**src/rtl/req_pending_pkg.sv**
```systemverilog
// Shared types and helpers for the request-pending arbiter.
// Provides default sizes, the handshake FSM state type and a priority encoder.
package req_pending_pkg;

    localparam int NCH_DEF   = 4;
    localparam int IDX_W_DEF = 2;

    typedef enum logic {
        ST_IDLE,
        ST_PRESENT
    } st_t;

    // Highest set bit index of a vector of up to 16 channels, 0 if none.
    function automatic logic [3:0] hi_index(input logic [15:0] vec);
        logic [3:0] idx;
        idx = '0;
        for (int i = 0; i < 16; i++) begin
            if (vec[i]) idx = 4'(i);
        end
        return idx;
    endfunction

endpackage

```
**src/rtl/req_edge_detect.sv**
```systemverilog
// Rising-edge detector for NCH request lines (registered req_q, comb rise_o).
// Ports: clk, rst (sync, active-high), req_i[NCH], rise_o[NCH].
module req_edge_detect
    import req_pending_pkg::*;
#(
    parameter int NCH = NCH_DEF
) (
    input  logic           clk,
    input  logic           rst,
    input  logic [NCH-1:0] req_i,
    output logic [NCH-1:0] rise_o
);

    logic [NCH-1:0] req_q;

    // req_q clears in reset, so a line held high through reset
    // produces exactly one edge on the first post-reset cycle.
    always_ff @(posedge clk) begin
        if (rst) begin
            req_q <= '0;
        end else begin
            req_q <= req_i;
        end
    end

    assign rise_o = req_i & ~req_q;

endmodule

```
**src/rtl/req_pending_arbiter.sv**
```systemverilog
// Sticky pending-bit arbiter: latches request edges, grants highest index
// on a valid/ready handshake and clears the pending bit on accept.
// Ports: clk, rst (sync, active-high), req[NCH], out_ready,
//        out_valid, out_idx[IDX_W], pending[NCH], drop.
// Optional: define REQ_PENDING_MASK_EN to add input mask[NCH] that keeps
//           channels from being granted while still latching them.
module req_pending_arbiter
    import req_pending_pkg::*;
#(
    parameter int NCH   = NCH_DEF,
    parameter int IDX_W = IDX_W_DEF
) (
    input  logic             clk,
    input  logic             rst,
    input  logic [NCH-1:0]   req,
`ifdef REQ_PENDING_MASK_EN
    input  logic [NCH-1:0]   mask,
`endif
    input  logic             out_ready,
    output logic             out_valid,
    output logic [IDX_W-1:0] out_idx,
    output logic [NCH-1:0]   pending,
    output logic             drop
);

    st_t              state_q, state_d;
    logic [NCH-1:0]   pending_q, pending_d;
    logic [IDX_W-1:0] idx_q, idx_d;
    logic             drop_q, drop_d;

    logic [NCH-1:0]   rise;
    logic [NCH-1:0]   clr;
    logic [NCH-1:0]   eligible;
    logic [15:0]      elig_ext;
    logic             accept;

    req_edge_detect #(
        .NCH    (NCH)
    ) u_edge (
        .clk    (clk),
        .rst    (rst),
        .req_i  (req),
        .rise_o (rise)
    );

`ifdef REQ_PENDING_MASK_EN
    assign eligible = pending_q & ~mask;
`else
    assign eligible = pending_q;
`endif

    assign accept = (state_q == ST_PRESENT) & out_ready;

    always_comb begin
        clr = '0;
        for (int i = 0; i < NCH; i++) begin
            clr[i] = accept & (idx_q == IDX_W'(i));
        end
    end

    always_comb begin
        elig_ext = '0;
        elig_ext[NCH-1:0] = eligible;
    end

    // A new edge wins over the clear, so a channel re-requested on its
    // own accept cycle stays pending and is granted again.
    assign pending_d = (pending_q & ~clr) | rise;
    assign drop_d    = |(rise & pending_q & ~clr);

    always_ff @(posedge clk) begin
        if (rst) begin
            state_q   <= ST_IDLE;
            pending_q <= '0;
            idx_q     <= '0;
            drop_q    <= 1'b0;
        end else begin
            state_q   <= state_d;
            pending_q <= pending_d;
            idx_q     <= idx_d;
            drop_q    <= drop_d;
        end
    end

    always_comb begin
        state_d = state_q;
        idx_d   = idx_q;
        unique case (state_q)
            ST_IDLE: begin
                if (|eligible) begin
                    state_d = ST_PRESENT;
                    idx_d   = IDX_W'(hi_index(elig_ext));
                end
            end
            ST_PRESENT: begin
                // Index stays frozen; later edges never pre-empt it.
                if (out_ready) state_d = ST_IDLE;
            end
        endcase
    end

    always_comb begin
        out_valid = (state_q == ST_PRESENT);
        out_idx   = idx_q;
        pending   = pending_q;
        drop      = drop_q;
    end

endmodule

```
**config.mk**
```make
export PLATFORM = sky130hd
export DESIGN_NAME = req_pending_arbiter
export DESIGN_NICKNAME = d
export VERILOG_FILES = /design/src/rtl/req_pending_pkg.sv /design/src/rtl/req_edge_detect.sv /design/src/rtl/req_pending_arbiter.sv
export SDC_FILE = /design/constraint.sdc
export NUM_CORES = 1
export LEC_CHECK = 0
export BUFFER_PORTS_ARGS = -buffer_cell sky130_fd_sc_hd__clkbuf_2
export CAP_MARGIN = 0
export CELL_PAD_IN_SITES_DETAIL_PLACEMENT = 0
export CELL_PAD_IN_SITES_GLOBAL_PLACEMENT = 1
export CORE_MARGIN = 3
export CORE_UTILIZATION = 36
export CTS_CLUSTER_DIAMETER = 30
export DETAILED_ROUTE_END_ITERATION = 12
export PLACE_DENSITY_LB_ADDON = 0.05
export RECOVER_POWER = 50
export SLEW_MARGIN = 10
export SYNTH_ARGS = -nofsm -noshare
export SYNTH_HDL_FRONTEND = slang
export SYNTH_SLANG_ARGS = --single-unit
export TNS_END_PERCENT = 5
```
**constraint.sdc**
```tcl
create_clock -name clk -period 2.3 [get_ports clk]
set_input_delay 0.23 -clock clk [delete_from_list [all_inputs] [get_ports clk]]
set_output_delay 0.23 -clock clk [all_outputs]
set_load 0.01 [all_outputs]
```
Word level (Yosys, flattened, before mapping)
Cells that the tools add are included.
- register bits: 12
- input port bits: 7
- output and inout port bits: 8
- equality and inequality tests: 3
- muxes and demuxes: 6
- bitwise logic cells: 13
- reduce and logical (&&, ||, !) cells: 4
- operators by type and width (operator ; number):
    $and A4 B4 Y4 ; 4
    $not A4 Y4 ; 2
    $reduce_or A4 Y1 ; 2
    $and A1 B1 Y1 ; 5
    $eq A2 B2 Y1 const B ; 2
    $mux W2 ; 2
    $or A4 B4 Y4 ; 1
    $mux W1 ; 3
    $eq A2 B1 Y1 const B ; 1
    $logic_not A2 Y1 ; 1
    $pmux W1 S2 ; 1
    $reduce_and A2 Y1 ; 1
    $not A1 Y1 ; 1

Longest topological paths before layout
Gate-level depths: netlist of run 1.
- depth in word-level cells: 5
- depth in mapped cells: 5

Hierarchy
Synthesis of run 1 repeated with hierarchy kept, for this count alone.
- cells, all modules: 52
- area, all modules: 491.7 um^2
- modules (own cells, without submodules) (module ; instances ; cells an instance ; area an instance (um^2) ; seq. area each (um^2)):
    req_pending_arbiter ; 1 ; 40 ; 351.6 ; 160.2
    req_edge_detect ; 1 ; 12 ; 140.1 ; 80.1

Least setup slack after synthesis of run 1
No wires, ideal clock.
- path type: flip-flop to flip-flop
- start: register state_q, in the netlist out_valid
- end: register drop_q, in the netlist drop
- arrival time: 934 ps
- data required time: 2167 ps
- slack: 1234 ps
- stages on the path, launching flop included: 6
- period minus slack after synthesis: 1066 ps
- cells stage by stage: dfxtp_1 buf_6 nand2_2 o31ai_4 o22a_1 a31oi_1
- cells in the longest elaborated chain, start to end: 5
- elaborated cells on any way between the ends: 8
- RTL lines (element ; line ; RTL):
    start, declared ; req_pending_arbiter.sv:26 ; st_t state_q, state_d;
    start signal, assigned ; req_pending_arbiter.sv:78 ; state_q <= state_d;
    $and A1 B1 Y1 * ; req_pending_arbiter.sv:52 ; assign accept = (state_q == ST_PRESENT) & out_ready;
    $and A1 B1 Y1 ; req_pending_arbiter.sv:57 ; clr[i] = accept & (idx_q == IDX_W'(i));
    $not A4 Y4 * ; req_pending_arbiter.sv:69 ; assign drop_d = |(rise & pending_q & ~clr);
    $and A4 B4 Y4 * ; req_pending_arbiter.sv:69 ;
    $reduce_or A4 Y1 * ; req_pending_arbiter.sv:69 ;
    end signal, assigned ; req_pending_arbiter.sv:81 ; drop_q <= drop_d;
    end, declared ; req_pending_arbiter.sv:29 ; logic drop_q, drop_d;
Mark *: on every way between the ends. The rest lies on a longest branch, timed or not.
A chain may end at the register's enable or synchronous reset.

Final worst setup path of run 1
- start: register state_q, in the netlist out_valid
- end: output out_valid
- RTL lines (element ; line ; RTL):
    end, declared ; req_pending_arbiter.sv:20 ; output logic out_valid,
No word-level cell between the ends.

==> impl_metrics.sql, run 1 <==
INSERT INTO impl_metrics (metric_group, metric, value, unit) VALUES
('run_status', 'status', 'finished, final reports clean', ''),
('grt', 'grt.total_usage', '0.121', ''),
('pwr', 'gate_power_share', '0.131', ''),
('clocking', 'cts.repair.resized', '0', ''),
('logic_synthesis', 'synth.top_cell.area_share', '0.504', ''),
('pwr', 'intPower', '0.352', 'mW'),
('worst_setup_path', 'critPathCaptureType', 'output port', ''),
('worst_setup_path', 'critical_path.cell_chain', 'clkbuf_2', ''),
('sta', 'timing.final.crit_share', '0.524', ''),
('grt', 'grt_antenna_before_repair', '0', ''),
('logic_synthesis', 'synthesis.area_per_instance', '9.53', 'um^2'),
('clocking', 'htree_levels', '1', ''),
('cells_and_area', 'layout_common_cells', '12 x dfxtp_1, 11 x clkbuf_2, 7 x nor2b_1', ''),
('sta', 'slew_headroom', '0.642', ''),
('clocking', 'cts_buffers', '3', ''),
('logic_synthesis', 'synthSimpleGateAreaFrac', '0.260', ''),
('floorplan', 'design.die.area', '0.00180', 'mm^2'),
('pwr', 'report.power.total', '0.474', 'mW'),
('cells_and_area', 'post_route_cells_drive_above_1_share', '0.273', ''),
('clocking', 'clockRootBuffer', 'clkbuf_4', ''),
('route', 'drt-wirelength-per-cell', '11.9', 'um'),
('sta', 'achievable-frequency', '0.830', 'GHz'),
('sta', 'layout_min_cycle_time', '1200', 'ps'),
('cells_and_area', 'utilization', '0.497', ''),
('grt', 'first_global_vias', '360', ''),
('worst_setup_path', 'worst-endpoint-required', '2070', 'ps'),
('worst_setup_path', 'path_max_fanout', '11', ''),
('logic_synthesis', 'syn-cell-area', '477', 'um^2'),
('route', 'post-route-drc-count', '0', ''),
('clocking', 'clock_tree.buffer_depth', '2', ''),
('flow_run', 'maxCapViolations', '0', ''),
('logic_synthesis', 'seq_area_frac_synth', '0.504', ''),
('logic_synthesis', 'synth_cells', '50', ''),
('grt', 'wire_length_of_the_first_global_routing_pass', '1660', 'um'),
('sta', 'unrepaired_setup_endpoints_after_global_routing', 'no', ''),
('placed_design', 'final_weighted_congestion_in_routability_driven_placement', '0.695', ''),
('cells_and_area', 'antenna_cells_inserted', '0', ''),
('logic_synthesis', 'net_count_after_synthesis', '57', ''),
('clocking', 'cts_post_setup_buffers_inserted', '0', ''),
('logic_synthesis', 'post_synth_adder_cell_area', '0', ''),
('cells_and_area', 'area.growth.synth_to_final', '22.0', '%'),
('cells_and_area', 'num-nets-final', '74', ''),
('worst_setup_path', 'worstPathArrival', '970', 'ps'),
('cells_and_area', 'layout.cell_area.non_filler', '582', 'um^2'),
('worst_setup_path', 'largest_stage_delay_on_the_critical_path', '510', 'ps'),
('cells_and_area', 'layout.cells.most_common', 'dfxtp_1', ''),
('clocking', 'cts.hold.buffers_added', '0', ''),
('clocking', 'clock_insertion_delay_worst_skew', '270', 'ps'),
('floorplan', 'fp-row-count', '12', ''),
('pwr', 'power_switching_share', '0.259', ''),
('floorplan', 'coreArea', '0.00117', 'mm^2'),
('pwr', 'p_leak', '0.236', 'nW'),
('hold_path', 'hold_class', 'in2reg', ''),
('route', 'detail_route.vias_per_cell', '5.08', ''),
('pwr', 'powerDensity', '815', 'mW/mm^2'),
('sta', 'postLayoutSetupSlackWorst', '1100', 'ps'),
('sta', 'tightest_slew', '538', 'ps'),
('logic_synthesis', 'yosys_warnings', '0', ''),
('worst_setup_path', 'slowest_stage', 'dfxtp_1', ''),
('placed_design', 'place_worst_setup_slack', '1150', 'ps'),
('logic_synthesis', 'post_synth_top_area_cell', 'dfxtp_1', ''),
('placed_design', 'postPlaceCellArea', '549', 'um^2'),
('pwr', 'vdd_ir_drop_max', '0.420', 'mV'),
('sta', 'timing.final.hold_violations', '0', ''),
('pwr', 'p_clk_frac', '0.348', ''),
('floorplan', 'dieWidth', '42.4', 'um'),
('route', 'routed-via-count', '406', ''),
('sta', 'skew', '6.72', 'ps'),
('route', 'detail_route.first_pass.iterations', '3', ''),
('floorplan', 'io_pins', '15', ''),
('route', 'detailedRoute.firstIterationViolations', '7', '');
==> synthesized netlist by cell type <==
| cell type | number |
|---|---|
| a21oi_1 | 6 |
| a221oi_1 | 1 |
| a31oi_1 | 1 |
| buf_6 | 1 |
| clkbuf_1 | 1 |
| dfxtp_1 | 12 |
| nand2_2 | 1 |
| nand2b_1 | 1 |
| nand3_1 | 3 |
| nand4_1 | 1 |
| nand4b_1 | 1 |
| nor2_1 | 5 |
| nor2b_1 | 7 |
| nor3_1 | 1 |
| o21ai_0 | 2 |
| o21ai_1 | 1 |
| o21bai_1 | 1 |
| o22a_1 | 1 |
| o31ai_4 | 1 |
| or2_2 | 1 |
| or2b_1 | 1 |
==> state kept, by name (all words and copies together), names as in the netlist <==
signal	flops
out_idx	2
u_edge.req_q	4
out_valid	1
drop	1
pending	4
==> final timing paths <==
path | start | cells after the start | end | slack [ps]
setup / recovery | out_valid | 1 | out_valid | 1100
hold / removal | req[3] | 2 | u_edge.req_q[3] | 180
setup reg to reg | out_valid | 4 | drop | 1110
hold reg to reg | u_edge.req_q[0] | 2 | pending[0] | 520
==> power by group through the flow <==
stage | registers (mW) | logic [mW] | clock network [mW]
6_report | 0.247 | 0.0621 | 0.165
5_1_grt | 0.251 | 0.0713 | 0.180
4_1_cts | 0.247 | 0.0644 | 0.170
3_5_place_dp | 0.252 | 0.0639 | 0
3_3_place_gp | 0.252 | 0.0636 | 0
2_1_floorplan | 0.251 | 0.0406 | 0
==> cell type report <==
cell class,count,area [um^2]
Clock buffer,4,36.3
Timing Repair Buffer,14,66.3
Multi-Input combinational cell,36,221
Tap cell,14,17.5
Sequential cell,12,240
Fill cell,120,589
==> per-layer routing <==
metal / vias to the layer above / wire length, um / GRT usage
li1: 213 / - / -
met1: 182 / 465 / 0.158
met2: 11 / 416 / 0.182
met3: 0 / 67 / 0.0472
met4: 0 / 0 / 0.0373
met5: - / 0 / 0
==> logic make-up (layout without fill, tap and decap cells) <==
kind of cell,after synthesis,after routing
simple gates,22,22
buf+inv,2,18
compound gates,14,14
flops,12,12
Note: power is estimated with default switching activity, not from simulation.
==> inputs of run 2 (changes only) <==
- CORE_UTILIZATION: 36 -> 34
- clock period: 2.3 -> 1.2 ns (I/O delays scaled with it)
==> impl_metrics.sql, run 2 (synthesis results as in run 1) <==
INSERT INTO impl_metrics (metric_group, metric, value, unit) VALUES
('worst_setup_path', 'path_max_fanout', '7', ''),
('worst_setup_path', 'worst-endpoint-required', '1340', 'ps'),
('worst_setup_path', 'worstPathArrival', '1240', 'ps'),
('worst_setup_path', 'largest_stage_delay_on_the_critical_path', '440', 'ps'),
('route', 'detail_route.first_pass.iterations', '4', ''),
('floorplan', 'io_pins', '15', ''),
('placed_design', 'final_weighted_congestion_in_routability_driven_placement', '0.710', ''),
('cells_and_area', 'layout.cells.most_common', 'dfxtp_1', ''),
('clocking', 'clock_tree_from_tritoncts', 'done', ''),
('pwr', 'p_leak', '0.241', 'nW'),
('route', 'routed_wirelength', '936', 'um'),
('clocking', 'cts_num_sinks', '12', ''),
('worst_setup_path', 'worst-setup-path-type', 'reg2reg', ''),
('worst_setup_path', 'setup.worst_path.start_class', 'flop', ''),
('clocking', 'cts_buffers', '3', ''),
('pwr', 'powerDensity', '1560', 'mW/mm^2'),
('cells_and_area', 'layout.cell_area.non_filler', '589', 'um^2'),
('cells_and_area', 'fillCellCount', '124', ''),
('worst_setup_path', 'critical_path.top_delay_family', 'flip-flops', ''),
('grt', 'first_global_vias', '369', ''),
('placed_design', 'postPlaceCellArea', '557', 'um^2'),
('sta', 'tightest_slew', '513', 'ps'),
('grt', 'grt.total_usage', '0.114', ''),
('clocking', 'clockRootBuffer', 'clkbuf_4', ''),
('worst_setup_path', 'path_buf_inv', '1', ''),
('floorplan', 'die-height', '43.4', 'um'),
('worst_setup_path', 'critical_path_cell_count', '4', ''),
('route', 'detail_route.vias_per_cell', '5.11', ''),
('placed_design', 'place_worst_setup_slack', '125', 'ps'),
('sta', 'final_max_slew_viol_count', '0', ''),
('grt', 'grt_max_degree', '13', ''),
('sta', 'setup_tns', '0', 'ps'),
('clocking', 'clock_insertion_delay_worst_skew', '270', 'ps'),
('floorplan', 'dieWidth', '43.4', 'um'),
('sta', 'slew_headroom', '0.658', ''),
('cells_and_area', 'antenna_cells_inserted', '0', ''),
('hold_path', 'holdPathStages', '2', ''),
('placed_design', 'buffer_ports.inserted', '14', ''),
('route', 'detailedRoute.firstIterationViolations', '4', ''),
('pwr', 'report.power.total', '0.917', 'mW'),
('grt', 'overflow', '0', ''),
('worst_setup_path', 'critical_path.cell_chain', 'buf_4 > nand4b_1 > nand3_1 > a31oi_1', ''),
('worst_setup_path', 'slowest_stage', 'dfxtp_1', ''),
('sta', 'layout_min_cycle_time', '1100', 'ps'),
('cells_and_area', 'post_route_cells_drive_above_1_share', '0.284', ''),
('sta', 'achievable-frequency', '0.907', 'GHz'),
('sta', 'skew', '3.91', 'ps'),
('worst_setup_path', 'critPathCaptureType', 'flop', ''),
('sta', 'setup_violations', '0', ''),
('grt', 'wire_length_of_the_first_global_routing_pass', '1550', 'um'),
('cells_and_area', 'layout_common_cells', '12 x dfxtp_1, 11 x clkbuf_2, 7 x nor2b_1', ''),
('clocking', 'cts.repair.resized', '0', ''),
('sta', 'hold_slack', '65.6', 'ps'),
('clocking', 'cts_post_setup_buffers_inserted', '0', ''),
('floorplan', 'fp-row-count', '12', ''),
('sta', 'timing.final.crit_share', '0.919', ''),
('worst_setup_path', 'worst-r2r-cell-count', '4', ''),
('clocking', 'clk_pin_slew_worst_paths', '80', 'ps'),
('floorplan', 'initial_core_util', '0.397', ''),
('sta', 'postLayoutSetupSlackWorst', '97.6', 'ps'),
('clocking', 'cts.hold.buffers_added', '0', ''),
('hold_path', 'hold_class', 'in2reg', ''),
('grt', 'grt_antenna_before_repair', '0', ''),
('sta', 'timing.final.hold_violations', '0', ''),
('route', 'drtAntennaViolNets', '0', ''),
('cells_and_area', 'num-nets-final', '75', ''),
('run_status', 'status', 'finished, final reports clean', ''),
('floorplan', 'design.die.area', '0.00189', 'mm^2'),
('floorplan', 'coreArea', '0.00120', 'mm^2'),
('flow_run', 'maxCapViolations', '0', ''),
('route', 'post-route-drc-count', '0', ''),
('clocking', 'clock_tree.buffer_depth', '2', ''),
('sta', 'unrepaired_setup_endpoints_after_global_routing', 'no', ''),
('clocking', 'htree_levels', '1', ''),
('route', 'drt-wirelength-per-cell', '11.6', 'um'),
('pwr', 'vdd_ir_drop_max', '0.909', 'mV'),
('route', 'routed-via-count', '414', ''),
('cells_and_area', 'area.growth.synth_to_final', '23.6', '%');
[run 2: cell types whose count changed in the layout (fill, tap and decap cells not counted)]
cell     previous run  this run
buf_4               0         1
o21ai_0             3         2
o21ai_1             0         1
[run 2: path summary, 6_finish.rpt]
check / to / slack (ps) / from
max reg2reg: drop / 100 / out_valid
max: drop / 100 / out_valid
min reg2reg: pending[0] / 510 / u_edge.req_q[0]
min: u_edge.req_q[3] / 70 / req[3]
[run 2: per-stage QoR]
stage                util  cells
finish              0.491     81
global route        0.491     81
CTS                 0.494     81
detailed placement  0.464     77
global placement    0.464     77
floorplan               -     50
[run 2: area by class of cell]
class | instances | area [um^2] | share of cell area
repair buffers | 15 | 73.8 | 0.125
flip-flops and latches | 12 | 240 | 0.408
clock buffers | 4 | 36.3 | 0.0616
well taps | 14 | 17.5 | 0.0297
multi-input cells | 36 | 221 | 0.376
[run 2: layer usage]
layer,vias up,GRT usage,part of all wire
li1,212,-,-
met1,187,0.119,0.45
met2,15,0.180,0.46
met3,0,0.0830,0.098
met4,0,0.0361,0
met5,-,0,0
[run 2: power breakdown]
group	switching, mW	internal [mW]
sequential	0.0385	0.431
clock	0.135	0.184
combinational	0.0644	0.0637
